--- src/rtl/alu_pkg.sv ---
// Shared ALU definitions: FSM state encoding, add/sub mode names and the
// chunk-count helper used by the multi-cycle arithmetic blocks.
package alu_pkg;

  typedef enum logic [1:0] {
    IDLE = 2'd0,
    RUN  = 2'd1,
    DONE = 2'd2
  } state_t;

  localparam logic MODE_ADD = 1'b0;
  localparam logic MODE_SUB = 1'b1;

  function automatic int calc_chunks(input int n, input int k);
    return n / k;
  endfunction

endpackage

--- src/rtl/sumador_serie_nbits_if.sv ---
// Start/busy/done handshake plus operand and flag bus of the serial adder.
// The master side issues requests and the slave side is the adder itself.
interface sumador_serie_nbits_if #(
  parameter int N = 32
);

  logic         start;
  logic         sub;
  logic [N-1:0] a_in;
  logic [N-1:0] b_in;
  logic         c_in;
  logic         busy;
  logic         done;
  logic [N-1:0] result;
  logic         c_out;
  logic         overflow;
  logic         zero;

  modport master (
    output start, sub, a_in, b_in, c_in,
    input  busy, done, result, c_out, overflow, zero
  );

  modport slave (
    input  start, sub, a_in, b_in, c_in,
    output busy, done, result, c_out, overflow, zero
  );

endinterface

--- src/rtl/sumador_bloque.sv ---
// Purely combinational K-bit ripple-carry slice, time-multiplexed by the
// serial adder across the chunks of a wide operand.
module sumador_bloque #(
  parameter int K = 8
) (
  input  logic [K-1:0] a_i,
  input  logic [K-1:0] b_i,
  input  logic         c_i,
  output logic [K-1:0] sum_o,
  output logic         c_o
);

  logic carry;

  always_comb begin
    sum_o = '0;
    carry = c_i;
    for (int i = 0; i < K; i++) begin
      sum_o[i] = a_i[i] ^ b_i[i] ^ carry;
      carry    = (a_i[i] & b_i[i]) | (carry & (a_i[i] ^ b_i[i]));
    end
    c_o = carry;
  end

endmodule

--- src/rtl/sumador_serie_nbits.sv ---
// Multi-cycle N-bit adder/subtractor: one K-bit slice walks the operands
// LSB chunk first, then reports result with carry, overflow and zero flags.
module sumador_serie_nbits
  import alu_pkg::*;
#(
  parameter int N = 32,
  parameter int K = 8
) (
  input logic                  clk,
  input logic                  rst_n,
  sumador_serie_nbits_if.slave bus
);

  localparam int M  = calc_chunks(N, K);
  localparam int IW = (M > 1) ? $clog2(M) : 1;
  localparam logic [IW-1:0] LAST_IDX = IW'(M - 1);

  if ((K < 1) || (K > N) || ((N % K) != 0)) begin : g_bad_cfg
    $error("sumador_serie_nbits: N must be a multiple of K with 1 <= K <= N");
  end

  state_t          state_q;
  logic [IW-1:0]   idx_q;
  logic [N-1:0]    opA_q;
  logic [N-1:0]    opB_q;
  logic            carry_q;
  logic [N-1:0]    result_q;
  logic [N-1:0]    result_d;
  logic            c_out_q;
  logic            ovf_q;
  logic            zero_q;
  logic            busy_q;
  logic            done_q;
  logic [K-1:0]    slice_sum;
  logic            slice_co;

  sumador_bloque #(.K(K)) u_slice (
    .a_i   (opA_q[idx_q*K +: K]),
    .b_i   (opB_q[idx_q*K +: K]),
    .c_i   (carry_q),
    .sum_o (slice_sum),
    .c_o   (slice_co)
  );

  always_comb begin
    result_d = result_q;
    result_d[idx_q*K +: K] = slice_sum;
  end

  // Subtraction is folded into addition at accept time (invert B, carry-in 1),
  // so the RUN loop never needs to know the mode.
  always_ff @(posedge clk or negedge rst_n) begin
    if (!rst_n) begin
      state_q  <= IDLE;
      idx_q    <= '0;
      opA_q    <= '0;
      opB_q    <= '0;
      carry_q  <= 1'b0;
      result_q <= '0;
      c_out_q  <= 1'b0;
      ovf_q    <= 1'b0;
      zero_q   <= 1'b0;
      busy_q   <= 1'b0;
      done_q   <= 1'b0;
    end else begin
      case (state_q)
        IDLE: begin
          if (bus.start) begin
            opA_q    <= bus.a_in;
            opB_q    <= (bus.sub == MODE_SUB) ? ~bus.b_in : bus.b_in;
            carry_q  <= (bus.sub == MODE_SUB) ? 1'b1 : bus.c_in;
            idx_q    <= '0;
            result_q <= '0;
            busy_q   <= 1'b1;
            state_q  <= RUN;
          end
        end
        RUN: begin
          result_q <= result_d;
          carry_q  <= slice_co;
          if (idx_q == LAST_IDX) begin
            c_out_q <= slice_co;
            ovf_q   <= (opA_q[N-1] == opB_q[N-1]) && (result_d[N-1] != opA_q[N-1]);
            zero_q  <= (result_d == '0);
            done_q  <= 1'b1;
            idx_q   <= '0;
            state_q <= DONE;
          end else begin
            idx_q <= idx_q + IW'(1);
          end
        end
        DONE: begin
          done_q  <= 1'b0;
          busy_q  <= 1'b0;
          state_q <= IDLE;
        end
        default: begin
          state_q <= IDLE;
        end
      endcase
    end
  end

  assign bus.busy     = busy_q;
  assign bus.done     = done_q;
  assign bus.result   = result_q;
  assign bus.c_out    = c_out_q;
  assign bus.overflow = ovf_q;
  assign bus.zero     = zero_q;

endmodule

--- src/flat_wrapper.sv ---
// flat-port wrapper written by rule: the top's interface ports become plain ports
module sumador_serie_nbits_flat import alu_pkg::*;
#(
  parameter int N = 32,
  parameter int K = 8
)
  (clk, rst_n, bus_start, bus_sub, bus_a_in, bus_b_in, bus_c_in, bus_busy, bus_done, bus_result, bus_c_out, bus_overflow, bus_zero);
  sumador_serie_nbits_if #(.N(N)) bus_i ();
  input logic clk;
  input logic rst_n;
  input wire logic [$bits(bus_i.start)-1:0] bus_start;
  input wire logic [$bits(bus_i.sub)-1:0] bus_sub;
  input wire logic [$bits(bus_i.a_in)-1:0] bus_a_in;
  input wire logic [$bits(bus_i.b_in)-1:0] bus_b_in;
  input wire logic [$bits(bus_i.c_in)-1:0] bus_c_in;
  output wire logic [$bits(bus_i.busy)-1:0] bus_busy;
  output wire logic [$bits(bus_i.done)-1:0] bus_done;
  output wire logic [$bits(bus_i.result)-1:0] bus_result;
  output wire logic [$bits(bus_i.c_out)-1:0] bus_c_out;
  output wire logic [$bits(bus_i.overflow)-1:0] bus_overflow;
  output wire logic [$bits(bus_i.zero)-1:0] bus_zero;
  assign bus_i.start = bus_start;
  assign bus_i.sub = bus_sub;
  assign bus_i.a_in = bus_a_in;
  assign bus_i.b_in = bus_b_in;
  assign bus_i.c_in = bus_c_in;
  assign bus_busy = bus_i.busy;
  assign bus_done = bus_i.done;
  assign bus_result = bus_i.result;
  assign bus_c_out = bus_i.c_out;
  assign bus_overflow = bus_i.overflow;
  assign bus_zero = bus_i.zero;
  sumador_serie_nbits #(.N(N), .K(K)) u_core (.clk(clk), .rst_n(rst_n), .bus(bus_i));
endmodule
--- config.mk ---
export PLATFORM = sky130hd
export DESIGN_NAME = sumador_serie_nbits_flat
export DESIGN_NICKNAME = d
export VERILOG_FILES = /design/src/rtl/alu_pkg.sv /design/src/rtl/sumador_serie_nbits_if.sv /design/src/rtl/sumador_bloque.sv /design/src/rtl/sumador_serie_nbits.sv /design/src/flat_wrapper.sv
export SDC_FILE = /design/constraint.sdc
export NUM_CORES = 1
export LEC_CHECK = 0
export BUFFER_PORTS_ARGS = -buffer_cell sky130_fd_sc_hd__buf_2
export CORE_ASPECT_RATIO = 0.75
export CORE_MARGIN = 3
export CORE_UTILIZATION = 50
export CTS_CLUSTER_DIAMETER = 150
export DETAILED_ROUTE_END_ITERATION = 6
export PLACE_DENSITY = 0.84
export SLEW_MARGIN = 20
export SYNTH_ARGS = -nofsm -noshare
export SYNTH_HDL_FRONTEND = slang
export SYNTH_SLANG_ARGS = --single-unit
--- constraint.sdc ---
create_clock -name clk -period 7.35 [get_ports clk]
set_input_delay 1.47 -clock clk [delete_from_list [all_inputs] [get_ports clk]]
set_output_delay 1.47 -clock clk [all_outputs]
set_load 0.01 [all_outputs]
==> After elaboration in Yosys (flattened, before gate mapping) <==
Cells that the tools add are included.
{ "op_classes": {"addsub": 2, "n_eq_ne": 7, "shifts": 4, "muxes": 17, "n_bitwise": 41, "n_reduce_logical": 12} }
{ "ops": {"columns": ["operator", "n"], "rows": [
  ["32-bit 2-to-1 mux", 2],
  ["32-bit one-hot mux with 2 select lines", 1],
  ["32-bit by 6-bit variable part select with 8-bit output", 2],
  ["5-bit negator with 34-bit output", 1],
  ["8-bit by 34-bit variable shift with 32-bit output (first input constant)", 1],
  ["8-bit by 34-bit variable part select with 32-bit output", 1],
  ["32-bit bitwise mux", 1],
  ["32-bit logical NOT", 1],
  ["32-bit inverter", 1],
  ["1-bit AND", 16],
  ["1-bit bitwise XOR", 16],
  ["2-bit AND reduction", 6],
  ["2-bit 2-to-1 mux", 4],
  ["1-bit OR", 8],
  ["2-bit one-hot mux with 2 select lines", 2],
  ["1-bit one-hot mux with 2 select lines", 3],
  ["2-bit nonzero test", 3],
  ["2-bit == test (second input constant)", 2],
  ["1-bit 2-to-1 mux", 4],
  ["2-bit by 1-bit adder with 2-bit output (second input constant)", 1],
  ["2-bit by 1-bit == test with 1-bit output (second input constant)", 1],
  ["2-bit logical NOT", 1],
  ["2-bit by 1-bit inequality test with 1-bit output (second input constant)", 1],
  ["2-bit inequality test (second input constant)", 1],
  ["other kinds (3)", 3]
]} }
{ "totals": {"register_bits": 106, "input_bits": 69, "output_inout_bits": 37} }

==> Longest topological paths before layout <==
{ "logic_depth": {"depth_word": 21, "ltp_mapped": 20, "mapped_depth_nobuf": 18} }

==> Modules after synthesis <==
From an unflattened synthesis, not the netlist that was laid out.
{ "unflattened": {"hier_cells": 413, "hier_area_um2": 5161.2} }
{ "by_module_without_submodules": {"columns": ["mod", "instances", "cells_each", "area_each_um2", "seq_area_each_um2"], "rows": [
  ["sumador_serie_nbits", 1, 395, 4963.5, 2652.5],
  ["sumador_bloque", 1, 18, 197.7, 0.0]
]} }

==> Least setup slack after synthesis <==
OpenSTA, ideal clock, no wires.
{ "synth_timing": {"kind": "register -> register", "start": "register u_core.idx_q[1]", "end": "register u_core.zero_q (netlist: u_core.bus.zero)", "setup_ns": 0.104, "arrival_ns": 5.233, "required_ns": 7.246, "path_slack_ns": 2.013, "path_stages_with_launch": 21, "period_less_slack_ns": 5.337, "cell_sequence": "dfrtp_1 clkbuf_1 clkbuf_1 mux4_2 inv_1 fa_1 fa_1 fa_1 fa_1 fa_1 inv_1 fa_1 inv_1 fa_1 inv_1 fa_1 inv_1 a31oi_1 a2111oi_4 o2111ai_1 o41ai_2"} }
{ "synth_via": {"elab_chain_cells": 20, "elab_cells_between_ends": 46, "classes_between": "add/sub: 1; eq/ne: 1; shift: 4; mux: 1; bitwise: 37; reduce/logical: 2"} }
{ "synth_lines": {"columns": ["element", "line", "source"], "rows": [
  ["start, declared", "sumador_serie_nbits.sv:23", "logic [IW-1:0] idx_q;"],
  ["start signal, assigned", "sumador_serie_nbits.sv:89", "idx_q <= idx_q + IW'(1);"],
  ["32-bit by 6-bit variable part select with 8-bit output, on equally long branches", "sumador_serie_nbits.sv:38, sumador_serie_nbits.sv:39", null],
  ["1-bit bitwise XOR", "sumador_bloque.sv:19, sumador_bloque.sv:20", null],
  ["1-bit AND", "sumador_bloque.sv:20", "carry = (a_i[i] & b_i[i]) | (carry & (a_i[i] ^ b_i[i]));"],
  ["1-bit OR", "sumador_bloque.sv:20", null],
  ["1-bit AND", "sumador_bloque.sv:20", null],
  ["1-bit OR", "sumador_bloque.sv:20", null],
  ["1-bit AND", "sumador_bloque.sv:20", null],
  ["1-bit OR", "sumador_bloque.sv:20", null],
  ["[4 not listed]", null, null],
  ["1-bit AND", "sumador_bloque.sv:20", null],
  ["1-bit OR", "sumador_bloque.sv:20", null],
  ["1-bit AND", "sumador_bloque.sv:20", null],
  ["1-bit OR", "sumador_bloque.sv:20", null],
  ["1-bit bitwise XOR", "sumador_bloque.sv:19", "sum_o[i] = a_i[i] ^ b_i[i] ^ carry;"],
  ["8-bit by 34-bit variable part select with 32-bit output", "sumador_serie_nbits.sv:47", "result_d[idx_q*K +: K] = slice_sum;"],
  ["32-bit bitwise mux", "sumador_serie_nbits.sv:47", null],
  ["32-bit logical NOT", "sumador_serie_nbits.sv:84", "zero_q <= (result_d == '0);"],
  ["end signal, assigned", "sumador_serie_nbits.sv:84", null],
  ["end, declared", "sumador_serie_nbits.sv:31", "logic zero_q;"]
]} }
Several ways; a longest one is shown, not always the timed one.
A chain may end at the register's enable or synchronous reset.

==> Final worst setup path <==
Ends and elaborated chain as after synthesis.

==> results.json <==
{
  "clk_pin_slew_worst_paths_ps": 70,
  "slowest_delay_ps": 910,
  "port_buffers": 105,
  "critPathKind": "register to register",
  "leakage_nw": 2.93,
  "start_util_pct": 52.5,
  "place_congestion": 0.895,
  "synth_top_area_share_pct": 51.1,
  "slowest_stage": "dfrtp_1",
  "grt_pass1_wl_um": 19400,
  "dieWidth_um": 124,
  "fp-row-count": 31,
  "timing.fmax_ghz": 0.176,
  "worstMarginPinSlew_ps": 961,
  "synth-edff-count": 0,
  "rsz0062_at_grt": "false",
  "path_common_cell": "fa_1",
  "vias_per_cell": 5.37,
  "synthSimpleGateAreaFrac_pct": 16.7,
  "yosys-top-cells-count": "nand2_1, dfrtp_1, a21oi_1, nor2_1, o21ai_0",
  "fill_cells": 824,
  "clockBufferDepth": 2,
  "syn-mean-instance-area_sq_um": 9.94,
  "synth_compound_area_share_pct": 10.6,
  "final_nets": 696,
  "maxCapViolCount": 0,
  "worstHoldPathCells": 2,
  "cts_tree": "yes",
  "r2r_start": "u_core.idx_q[1]",
  "holdPathEnd": "u_core.opA_q[15]",
  "drt.antenna.violating_nets": 0,
  "grt_max_degree": 104,
  "synth_top_area_cell": "dfrtp_1",
  "finalSetupViolCount": 0,
  "core-area_sq_mm": 0.00989,
  "r2r_end": "u_core.bus.zero",
  "numCtsBuffers": 9,
  "critPathMaxFanout": 20,
  "synthesis.instances": 522,
  "crit_path_end_kind": "register",
  "fin_hold_ws_ps": 482,
  "synthAdderAreaFrac_pct": 4.53,
  "finalMaxSlewViolations": 0,
  "syn2layout_area_growth_pct": 17.6,
  "synth_xor_area_share_pct": 5.40,
  "synth.most_common_cell": "nand2_1",
  "ir_drop_mv": 0.300,
  "cts.sinks": 106,
  "fp.dieH_um": 94.2,
  "synthMuxAreaShare_pct": 7.55,
  "synth-async-reset-ratio_pct": 100,
  "num_antenna_cells": 0,
  "htreeDepth": 3,
  "hold_path.startpoint": "u_core.opA_q[15]",
  "postCtsSetupBuffers": 0,
  "place_hpwl_um": 8620,
  "ys_warn_count": 0,
  "slew_headroom_pct": 35.9,
  "drive_gt1_share_pct": 23.8,
  "post_cts_resized": 0,
  "status": "finished, final reports clean",
  "cts_root_buffer": "clkbuf_16",
  "ioPinCount": 106,
  "period_needed_ps": 5680,
  "min_period_over_period_pct": 77.3,
  "detail_route.iter0.violations": 270,
  "synth_top_family_by_area": "simple AND/OR/NAND/NOR gates",
  "pwr_density_cell_mw_per_mm2": 529,
  "grt_overflow": 0,
  "critical-path-top-delay-family": "adder cells",
  "antenna_found_initial": 0,
  "path_cells": "mux4_2 -> inv_1 -> fa_1 -> fa_1 -> fa_1 -> fa_1 -> fa_1 -> inv_1 -> fa_1 -> inv_1 -> fa_1 -> inv_1 -> fa_1 -> nor4bb_1 -> mux2i_1 -> o21a_1 -> o2111ai_1 -> o41ai_2",
  "grtUsageTotal_pct": 21.6,
  "tns_ps": 0,
  "clk_latency_ps": 340,
  "vias": 4027,
  "cts-hold-fix-buffers": 0,
  "ff2ff_setup_slack_ps": 1670,
  "drt_pre_antenna_iters": 5,
  "cp.required_ps": 7580,
  "yosysSeqAreaShare_pct": 51.1,
  "routedWlPerCell_um": 15.8,
  "syn_nets": 605,
  "hold_class": "register to register",
  "crit_buf_inv": 4,
  "postRouteWirelength_um": 11900,
  "ys_seq_elements": 106,
  "hold_violations": 0,
  "die_area_sq_mm": 0.0116,
  "route.detailed.drc": 0,
  "rr_worst_depth": 18,
  "cp.depth": 18,
  "grt_pass1_vias": 3974,
  "synth_area_leaders": "dfrtp_1, nand2_1, mux4_2",
  "start_kind": "register",
  "crit_arrival_ps": 5910,
  "skew_ps": 8.14,
  "synth_flop_cell": "dfrtp_1",
  "yosysUniqueCellTypes": 44,
  "syn_area_sq_mm": 0.00519
}
## tightest hold or removal path, delay by kind of cell, from the launching register on
kind	cells	cell delay, ps
simple gates	2	110
flops	1	340
## cell families (layout without fill, tap and decap cells)
kind of cell,count (synthesis),count (layout)
buffers and inverters,51,147
XOR/XNOR,32,32
multiplexers,19,19
flip-flops,106,106
adder cells (fa/ha/maj),14,14
AND/OR/NAND/NOR,204,204
AO/OA/AOI/OAI,96,96
## per-stage QoR
step	util (%)	total power (W)	cell area (sq um)	cells	setup slack [ps]
2_1_floorplan	-	0.00215	5190	522	2010
3_3_place_gp	58.5	0.00267	5790	734	1850
3_5_place_dp	58.5	0.00272	5790	734	1730
4_1_cts	61.7	0.00323	6100	750	1670
5_1_grt	61.7	0.00348	6100	750	1350
6_report	61.7	0.00323	6100	750	1670
## power breakdown
part / leakage, nW / internal [W] / total [W] / switching, W
clock network: 0.155 / 0.000278 / 0.000494 / 0.000217
logic: 1.47 / 0.000669 / 0.00170 / 0.00103
registers: 1.31 / 0.000841 / 0.00104 / 0.000195
total: 2.93 / 0.00179 / 0.00323 / 0.00144
## registers in the layout, summed over array words and instances (netlist names)
signal and count:
u_core.bus.busy 1, u_core.bus.c_out 1, u_core.bus.done 1, u_core.bus.overflow 1, u_core.bus.result 32, u_core.bus.zero 1, u_core.carry_q 1, u_core.idx_q 2
u_core.opA_q 32, u_core.opB_q 32, u_core.state_q 2
## layout make-up
type                            count  area, sq um  share of cell area [%]
Sequential cell                   106         2650                    43.5
Multi-Input combinational cell    365         2330                    38.2
Timing Repair Buffer              109          558                    9.15
Clock buffer                       10          239                    3.92
Tap cell                          132          165                    2.71
Inverter                           22         82.6                    1.35
Clock inverter                      6         72.6                    1.19
## worst max path at each step
| stage | slack (ps) | end | startpoint |
|---|---|---|---|
| 6_report | 1670 | u_core.bus.zero | u_core.idx_q[1] |
| 2_1_floorplan | 2010 | u_core.bus.zero | u_core.idx_q[1] |
| 5_1_grt | 1350 | u_core.bus.zero | u_core.idx_q[1] |
| 3_5_place_dp | 1730 | u_core.bus.zero | u_core.idx_q[1] |
| 3_3_place_gp | 1850 | u_core.bus.zero | u_core.idx_q[1] |
| 4_1_cts | 1670 | u_core.bus.zero | u_core.idx_q[1] |
## cells in the final DEF, fill, tap and decap left out, types with 2 or more instances in the layout
| master | count |
|---|---|
| ha_1 | 6 |
| buf_2 | 104 |
| nor2b_1 | 3 |
| dfrtp_1 | 106 |
| nand3_1 | 7 |
| clkinv_4 | 2 |
| xnor2_1 | 32 |
| a31oi_1 | 3 |
| o31ai_1 | 2 |
| nand2_1 | 130 |
| or4_1 | 2 |
| nand4b_1 | 2 |
| nor4_1 | 2 |
| fa_1 | 8 |
| nand3b_1 | 5 |
| o2111ai_1 | 2 |
| inv_1 | 22 |
| nor2_1 | 38 |
| buf_4 | 5 |
| clkbuf_16 | 9 |
| mux4_2 | 16 |
| o21ai_0 | 36 |
| mux2i_1 | 2 |
| nor3_1 | 5 |
| a21oi_1 | 44 |
## metal layers
metal | vias up | track usage (%) | share of wire, %
li1 | 1922 | - | -
met1 | 1958 | 30.3 | 44
met2 | 135 | 34.2 | 48
met3 | 12 | 4.33 | 6.2
met4 | 0 | 5.99 | 1.1
met5 | - | 0 | 0
(Power assumes the default switching activity.)
